File: config.mk
export PLATFORM = sky130hd
export DESIGN_NAME = multi_clock_divider
export DESIGN_NICKNAME = d
export VERILOG_FILES = /design/src/rtl/multi_clock_divider.sv
export SDC_FILE = /design/constraint.sdc
export NUM_CORES = 1
export LEC_CHECK = 0
export BUFFER_PORTS_ARGS = -buffer_cell sky130_fd_sc_hd__buf_4
export CAP_MARGIN = 15
export CORE_MARGIN = 3
export CORE_UTILIZATION = 33
export DETAILED_ROUTE_END_ITERATION = 7
export GPL_TIMING_DRIVEN = 0
export SETUP_SLACK_MARGIN = 0.3
export SLEW_MARGIN = 20
export SYNTH_ARGS = -nofsm -noshare
export SYNTH_HDL_FRONTEND = slang
export SYNTH_SLANG_ARGS = --single-unit
File: constraint.sdc
create_clock -name clk -period 3.8 [get_ports clk]
set_clock_uncertainty 0.15 [all_clocks]
set_input_delay 0.19 -clock clk [delete_from_list [all_inputs] [get_ports clk]]
set_output_delay 0.19 -clock clk [all_outputs]
set_load 0.03 [all_outputs]
File: src/rtl/multi_clock_divider.sv
// Bank of independent programmable clock dividers with a shared configuration write port.
// Every channel outputs a divided clock (square or pulse mode) and a terminal-count strobe.
module multi_clock_divider #(
  parameter int unsigned N_CH     = 3,
  parameter int unsigned DIV_W    = 27,
  parameter int unsigned DEF_DIV  = 2,
  parameter bit          DEF_MODE = 1'b0,
  localparam int unsigned CH_W    = (N_CH > 1) ? $clog2(N_CH) : 1
) (
  input  logic              clk,
  input  logic              rst,
  input  logic [N_CH-1:0]   ch_en,
  input  logic              sync_restart,
  input  logic              cfg_valid,
  output logic              cfg_ready,
  input  logic [CH_W-1:0]   cfg_ch,
  input  logic [DIV_W-1:0]  cfg_div,
  input  logic              cfg_mode,
  output logic              cfg_err,
  output logic [N_CH-1:0]   clk_out,
  output logic [N_CH-1:0]   tick
);

  logic [DIV_W-1:0] div_r [N_CH];
  logic [DIV_W-1:0] cnt_r [N_CH];
  logic [N_CH-1:0]  mode_r;

  logic             accept;
  logic             cfg_bad;
  logic [N_CH-1:0]  wr_hit;
  logic [N_CH-1:0]  term;

  assign accept  = cfg_valid & cfg_ready;
  assign cfg_bad = 32'(cfg_ch) >= N_CH;

  always_comb begin
    wr_hit = '0;
    term   = '0;
    for (int unsigned i = 0; i < N_CH; i++) begin
      wr_hit[i] = accept && !cfg_bad && (32'(cfg_ch) == i);
      term[i]   = (cnt_r[i] == div_r[i] - DIV_W'(1));
    end
  end

  always_ff @(posedge clk) begin
    if (rst) begin
      for (int unsigned i = 0; i < N_CH; i++) begin
        div_r[i] <= DIV_W'(DEF_DIV);
        cnt_r[i] <= '0;
      end
      mode_r    <= {N_CH{DEF_MODE}};
      clk_out   <= '0;
      tick      <= '0;
      cfg_ready <= 1'b0;
      cfg_err   <= 1'b0;
    end else begin
      cfg_ready <= ~accept;
      cfg_err   <= accept & cfg_bad;
      for (int unsigned i = 0; i < N_CH; i++) begin
        if (wr_hit[i]) begin
          div_r[i]  <= cfg_div;
          mode_r[i] <= cfg_mode;
        end
        // A write or restart restarts the period from zero, so no partial pulse can escape.
        if (sync_restart || wr_hit[i] || div_r[i] == '0) begin
          cnt_r[i]   <= '0;
          tick[i]    <= 1'b0;
          clk_out[i] <= 1'b0;
        end else if (!ch_en[i]) begin
          tick[i] <= 1'b0;
          if (mode_r[i])
            clk_out[i] <= 1'b0;
        end else if (term[i]) begin
          cnt_r[i]   <= '0;
          tick[i]    <= 1'b1;
          clk_out[i] <= mode_r[i] ? 1'b1 : ~clk_out[i];
        end else begin
          cnt_r[i] <= cnt_r[i] + DIV_W'(1);
          tick[i]  <= 1'b0;
          if (mode_r[i])
            clk_out[i] <= 1'b0;
        end
      end
    end
  end

endmodule

# After elaboration in Yosys (flattened, before gate mapping)
# Memory sizes are Yosys's and may differ from the RTL's.
# Index checks and enable logic that the tools add are counted.
# Widths: inputs -> output; s select.
totals:
  reg_bits: 11
  memories: 2
  input_bits: 37
  out_inout_bits: 8
  mem_bits_ro: 0
  latch_bits: 0
  mem_bits_rw: 162
memory_table:
  columns: ["memory", "words", "width", "read_ports", "rd_ports_with_merged_regs", "write_ports", "line_no", "source"]
  rows:
  - ["cnt_r", 3, 27, 3, 0, 3, "25", "logic [DIV_W-1:0] cnt_r [N_CH];"]
  - ["div_r", 3, 27, 3, 0, 3, "24", "logic [DIV_W-1:0] div_r [N_CH];"]
op_classes:
  bitwise: 18
  n_eq_ne: 5
  multipliers: 0
  n_reduce_logical: 18
  mux: 74
  addsub: 6
  shifts: 0
  magnitude_cmp: 1
  div_mod_pow: 0
op_table:
  columns: ["cell", "count"]
  rows:
  - ["$mux 27", 12]
  - ["$add 27x1->27 const B", 3]
  - ["$eq 27x27->1", 3]
  - ["$logic_not 27->1", 3]
  - ["$sub 27x1->27 const B", 3]
  - ["$mux 1", 62]
  - ["$or 1x1->1", 12]
  - ["$logic_or 1x1->1", 6]
  - ["$reduce_or 2->1", 3]
  - ["$logic_and 1x1->1", 4]
  - ["$not 1->1", 4]
  - ["$and 1x1->1", 2]
  - ["$eq 2x1->1 const B", 1]
  - ["$eq 2x2->1 const B", 1]
  - ["$ge 2x2->1 const B", 1]
  - ["$logic_not 2->1", 1]
  - ["$logic_not 1->1", 1]

# Depth between registers and ports, before layout
# Gate-level depths: netlist of the first run.
depth:
  depth_word: 12
  depth_mapped: 13
  mapped_depth_nobuf: 10

# Worst setup path before layout of the first run
# No wires, ideal clock.
synth_path:
  path_kind: "reg2reg"
  startpoint: "memory div_r[2][4], in the netlist div_r[0][58]"
  endpoint: "memory cnt_r[2][19], data pin"
  synth_period_minus_slack_ps: 3528
  stages_incl_launch_ff: 13
  setup_slack_ps: 272
  t_arrival_ps: 3124
  setup_time_ps: 254
  required_ps: 3396
  n_path_buf: 4
  cell_sequence: "edfxtp_1 buf_6 or4_1 buf_2 or4_4 or4_1 a211oi_1 nand4_1 nor4_2 or2_1 buf_6 buf_8 nor2_1"
synth_rtl:
  columns: ["element", "line_no"]
  rows:
  - ["start, declared", "24"]
  - ["end, declared", "25"]

==> impl_metrics.ini, run 1 <==
[outcome]
status = completed

[worst_setup_path]
start_kind = flip-flop
cp.required_ns = 3.84
slowest_stage = or4_4
critical_path.cell_chain = or4_4 -> buf_6 -> or4_4 -> or4_4 -> a211oi_2 -> nand4_1 -> nor4_4 -> or2_1 -> buf_6 -> clkbuf_16 -> nor2_2
worstSetupPathType = flip-flop to flip-flop
end_kind = flip-flop
crit_path_max_incr_delay_ns = 0.54
crit_top_cell = or4_4
r2r_setup_slack_ns = 0.26
r2r_start = div_r[0][61]
cp.arrival_ns = 3.58
cp_max_fo = 5
r2r_end = cnt_r[2][24]
reg2regPathDepth = 11

[finish]
final_cell_mix = edfxtp_1, xor2_1, nor2_1
final_nets = 1147
postLayoutCoreUtil = 0.411
stdcell_area_um2 = 12600
drive_gt1_frac = 0.190
fillCellCount = 2923
syn2layout_area_growth_pct = 22.5
multi_input_area_um2 = 5350
mostFrequentLayoutCell = edfxtp_1
seq_area_um2 = 5080
n_antenna_cell = 0

[clock_tree]
clk_pin_slew_ns = 0.07
clock_path_buffers = 2
cts_buffers = 17
clkSinkCount = 173
cts_root_buf = clkbuf_16
clock_latency_ns = 0.44
tritoncts = built
htree_levels = 4

[flow_run]
max_cap_viol_count = 0

[floorplan]
start_util = 0.336
coreArea_um2 = 30700
die_x_um = 183
ios = 45
die_y_um = 183
num_rows = 64
die-area_um2 = 33400

[sta]
fin_crit_sh = 0.931
setup_viol = 0
worst_pin_slew_ns = 0.829
fmaxAchievable_ghz = 0.283
slew_headroom = 0.442
rsz0062_at_grt = true
holdWs_ns = 0.0244
fin_crit_ns = 3.54
slew_viol_final = 0
hold_viol = 0

[global_routing]
grt_overflow = 0
grt_start_max_net_pins = 28
grt_pass1_wl_um = 41400
grt_usage = 0.158
grt_antenna_before_repair = 0
first_global_vias = 7648

[detailed_routing]
drt-total-wl_um = 27200
drc = 0
vias = 8040
antenna_left = 0
drt-initial-drc-count = 581
viasPerCell = 5.32
first_pass_iters = 5
wl_per_cell_um = 18.0

[pwr]
powerDensity_nw_per_um2 = 364
p_int_uw = 3340
ir_drop_v = 0.000295
p_seq_frac = 0.500
pwr-share-comb = 0.107
swShare = 0.272
p_leak_uw = 0.00436
clkPwrFrac = 0.393
power.switching_uw = 1250

[logic_synthesis]
netlist_area_um2 = 10300
synth_cells = 986
ys_seq_elements = 173
synth_nets = 1032
seq_area_frac_synth = 0.494
synth_edf_count = 162
ys_types = 62
synthTopCellsByArea = edfxtp_1, xor2_1, xnor2_1
synth_top_area_share = 0.472
synthFlopType = edfxtp_1
async_reset_ff_frac = 0
yosysTopAreaCell = edfxtp_1
syn-mean-instance-area_um2 = 10.4
ys_warn_count = 0

[min_path]
whs_path_depth = 2
min_to = div_r[0][0]
hp-start = cfg_div[0]
min_path_type = primary input to flip-flop

[placed_design]
place_area_um2 = 11200
place_congestion = 0.886
dp_hpwl_um = 19400
portBuffers = 44
-- layout make-up --
type	count	share of cell area
inverter	17	0.00506
clock inverter	15	0.0139
buffer	33	0.0180
timing repair buffer	96	0.0625
sequential	173	0.403
clock buffer	17	0.0337
multi-input combinational	763	0.424
tap	396	0.0393
-- synthesized netlist by cell type (4+ instances only) --
cell	n
o22ai_1	5
nand2_1	58
or3_1	8
nor4_1	31
a21oi_1	14
dfxtp_1	11
or2_2	9
mux2i_1	6
nand3b_1	9
nor3b_1	13
nor2b_1	5
nand4_1	29
or4_1	15
ha_1	9
o21ai_0	10
nand3_1	48
nand2b_1	15
and4_1	8
nor4b_1	10
nand4b_1	4
xor2_1	90
and3_1	24
and2_1	33
inv_1	17
edfxtp_1	162
a211oi_1	7
buf_2	6
o31ai_1	9
o211ai_1	6
xnor2_1	86
nor3_1	50
clkbuf_1	21
a31oi_1	7
nor2_1	106
-- worst max-delay path by stage --
stage	end	startpoint
after floorplan	cnt_r[2][19]	div_r[0][59]
after global placement	cnt_r[0][23]	div_r[0][8]
after detailed placement	cnt_r[0][23]	div_r[0][8]
after CTS	cnt_r[2][24]	div_r[0][61]
after global routing	cnt_r[2][22]	div_r[0][64]
final	cnt_r[2][24]	div_r[0][61]
-- registers in the layout, summed over array words and instances, names as in the netlist --
register and count:
clk_out 3, tick 3, cnt_r 81, cfg_ready 1, div_r 81, cfg_err 1, mode_r 3
-- metal layers --
| layer | routed length (µm) | GRT usage | part of all wire |
|---|---|---|---|
| met1 | 12400 | 0.210 | 0.45 |
| met2 | 13100 | 0.263 | 0.48 |
| met3 | 1030 | 0.0239 | 0.038 |
| met4 | 745 | 0.0530 | 0.027 |
| met5 | 0 | 0 | 0 |
-- what timing repair did --
action,CTS,global route
gates cloned,0,2
hold buffers,9,0
resized for setup,26,76
buffers inserted,24,17
endpoints found under the setup margin,112,76
pin swaps,12,23
endpoints found under the hold margin,13,0
-- power by group through the flow --
stage                     Combinational [µW]  Sequential, µW  Clock, µW
after floorplan                          308            2290          0
final                                    494            2300       1800
after global placement                   415            2330          0
after global routing                     540            2310       1920
after CTS                                459            2290       1820
after detailed placement                 421            2330          0
-- per-stage QoR --
| stage | setup TNS [ns] | power (µW) | cells | setup WS (ns) |
|---|---|---|---|---|
| after floorplan | 0 | 2600 | 986 | 0.318 |
| after global placement | -34.34 | 2750 | 1426 | -0.761 |
| after detailed placement | -30.50 | 2750 | 1426 | -0.716 |
| after CTS | 0 | 4560 | 1491 | 0.280 |
| after global routing | 0 | 4760 | 1510 | 0.122 |
| final | 0 | 4590 | 1510 | 0.262 |
-- logic make-up (layout without fill, tap and decap cells) --
logic type,after synthesis,after routing,share of synthesized area
simple gates,484,484,0.256
xor+xnor,176,176,0.150
buf+inv,50,178,0.0226
compound gates,85,85,0.0577
flops,173,173,0.494
mux,9,9,0.00911
fa+ha+maj,9,9,0.0109
-- critical path, delay by kind of cell, from the launching register on --
kind | cells | cell delay, ns
compound gates | 1 | 0.25
buf+inv | 3 | 0.45
flops | 1 | 0.39
simple gates | 7 | 2.06
Power figures use the tool's default switching activity.
==> run 2: changes to the inputs <==
--- a/config.mk
+++ b/config.mk
@@ -13,2 +13,3 @@
 export GPL_TIMING_DRIVEN = 0
+export MAX_ROUTING_LAYER = met4
 export SETUP_SLACK_MARGIN = 0.3
--- a/constraint.sdc
+++ b/constraint.sdc
@@ -4,2 +4,2 @@
 set_output_delay 0.19 -clock clk [all_outputs]
-set_load 0.03 [all_outputs]
+set_load 0.05 [all_outputs]
==> run 2 against run 1 <==
Effect of this change: clock-buffer cell count is the same; global-route usage grew 0.59 points; largest power group unchanged; first-iteration DRC count grew 8.3%; cell count shrank 0.40%; non-clock buffer count shrank 6; die area is the same; hold slack lost 0.019 ns; clock power shrank 3%; flip-flop and latch count is the same; combinational power shrank 3%.
==> impl_metrics.ini, run 2 (synthesized netlist as in run 1, its figures left out) <==
[outcome]
status = completed

[min_path]
hp-start = sync_restart
min_path_type = primary input to flip-flop
whs_path_depth = 4
min_to = clk_out[0]

[finish]
largest_registers = cnt_r x81, div_r x81
final_nets = 1141
n_antenna_cell = 0
drive_gt1_frac = 0.173
syn2layout_area_growth_pct = 20.7
mostFrequentLayoutCell = edfxtp_1
final_cell_mix = edfxtp_1, nor2_1, xor2_1

[flow_run]
max_cap_viol_count = 0

[detailed_routing]
antenna_left = 0
drt-initial-drc-count = 629
wl_per_cell_um = 17.6
vias = 7954
viasPerCell = 5.29
drt-total-wl_um = 26500
drc = 0
first_pass_iters = 7

[sta]
fmaxAchievable_ghz = 0.280
slew_headroom = 0.476
hold_viol = 0
worst_pin_slew_ns = 0.783
setup_viol = 0
fin_ws_ns = 0.228
rsz0062_at_grt = true
slew_viol_final = 0
fin_crit_sh = 0.940
fin_crit_ns = 3.57

[floorplan]
ios = 45
num_rows = 64
die_x_um = 183
die_y_um = 183
coreArea_um2 = 30700
start_util = 0.336
die-area_um2 = 33400

[global_routing]
grt_antenna_before_repair = 0
first_global_vias = 7464
grt_overflow = 0
grt_pass1_wl_um = 41800
grt_start_max_net_pins = 28
grt_usage = 0.164

[clock_tree]
clock_path_buffers = 2
htree_levels = 4
clock_latency_ns = 0.44
tritoncts = built
clkSinkCount = 173
cts_root_buf = clkbuf_16
clk_pin_slew_ns = 0.07
cts_buffers = 17

[worst_setup_path]
cp.arrival_ns = 3.60
cp_max_fo = 10
end_kind = flip-flop
worstSetupPathType = flip-flop to flip-flop
start_kind = flip-flop
r2r_end = cnt_r[2][23]
r2r_setup_slack_ns = 0.23
cp.required_ns = 3.83
r2r_start = div_r[0][59]
reg2regPathDepth = 11

[placed_design]
portBuffers = 44
dp_slack_ns = -0.735
dp_hpwl_um = 19400
place_congestion = 0.909

[pwr]
powerDensity_nw_per_um2 = 364
ir_drop_v = 0.000326
power.total_uw = 4520
p_leak_uw = 0.00432
run 2: changes by cell type in the layout (fill, tap and decap cells not counted), moves of 2 or more:
cell,before,now
nor4_1,20,22
nor2_4,8,2
clkinv_4,0,3
nor3_4,3,1
nor3_2,4,1
nor3_1,44,49
nor4_2,7,4
nor2_2,9,5
clkinvlp_4,4,0
buf_4,84,80
nor2_1,89,99
run 2: per-stage QoR:
step | utilization | cell area (µm²) | hold slack, ns | cells | TNS (ns)
after floorplan | - | 10300 | 0.136 | 986 | 0
after global placement | 0.363 | 11100 | 0.244 | 1426 | -35.87
after detailed placement | 0.364 | 11200 | 0.246 | 1426 | -30.60
after CTS | 0.396 | 12100 | 0.00610 | 1489 | 0
after global routing | 0.405 | 12400 | 0.00523 | 1504 | 0
final | 0.405 | 12400 | 0.00570 | 1504 | 0
run 2: cell type report:
type | count | area (µm²)
sequential | 173 | 5080
timing repair buffer | 90 | 716
buffer | 33 | 225
clock buffer | 17 | 425
clock inverter | 15 | 166
fill | 2947 | 18200
tap | 396 | 495
inverter | 17 | 63.8
multi-input combinational | 763 | 5260
run 2: routing by layer:
metal  part of all wire  track usage  wire, µm  vias up
li1                   -            -         -     3859
met1               0.46        0.218     12100     3895
met2               0.49        0.265     13000      173
met3              0.038       0.0237      1010       27
met4              0.016       0.0390       425        0
met5                  0            -         0        -
run 2: repair_timing:
action                                  in CTS  in global routing
hold buffers                                 8                  0
resized for setup                           28                 49
hold endpoints to repair                    10                  0
gates cloned                                 0                  1
pin swaps                                   15                 13
setup buffers                               23                 14
endpoints found under the setup margin      85                 85
run 2: where the power goes:
group	internal [µW]	total, µW	switching (µW)
combinational	222	481	259
clock	888	1750	862
sequential	2170	2290	123
total	3280	4520	1240
run 2: critical path: stages, from the launching register on:
cell and delay, ns:
edfxtp_1 0.42, or4_4 0.53, buf_6 0.13, or4_4 0.53, or4_4 0.43, a211oi_2 0.26
nand4_1 0.20, nor4_4 0.20, or2_1 0.15, buf_6 0.13, buf_8 0.13, nor2_1 0.06
run 2: worst max-delay path by stage:
stage | slack (ns) | startpoint | cells past startpoint | endpoint
6_report | 0.23 | div_r[0][59] | 11 | cnt_r[2][23]
5_1_grt | 0.13 | div_r[0][59] | 11 | cnt_r[2][23]
4_1_cts | 0.26 | div_r[0][59] | 11 | cnt_r[2][21]
3_5_place_dp | -0.73 | div_r[0][8] | 9 | cnt_r[0][23]
3_3_place_gp | -0.78 | div_r[0][8] | 9 | cnt_r[0][23]
2_1_floorplan | 0.32 | div_r[0][59] | 11 | cnt_r[2][19]
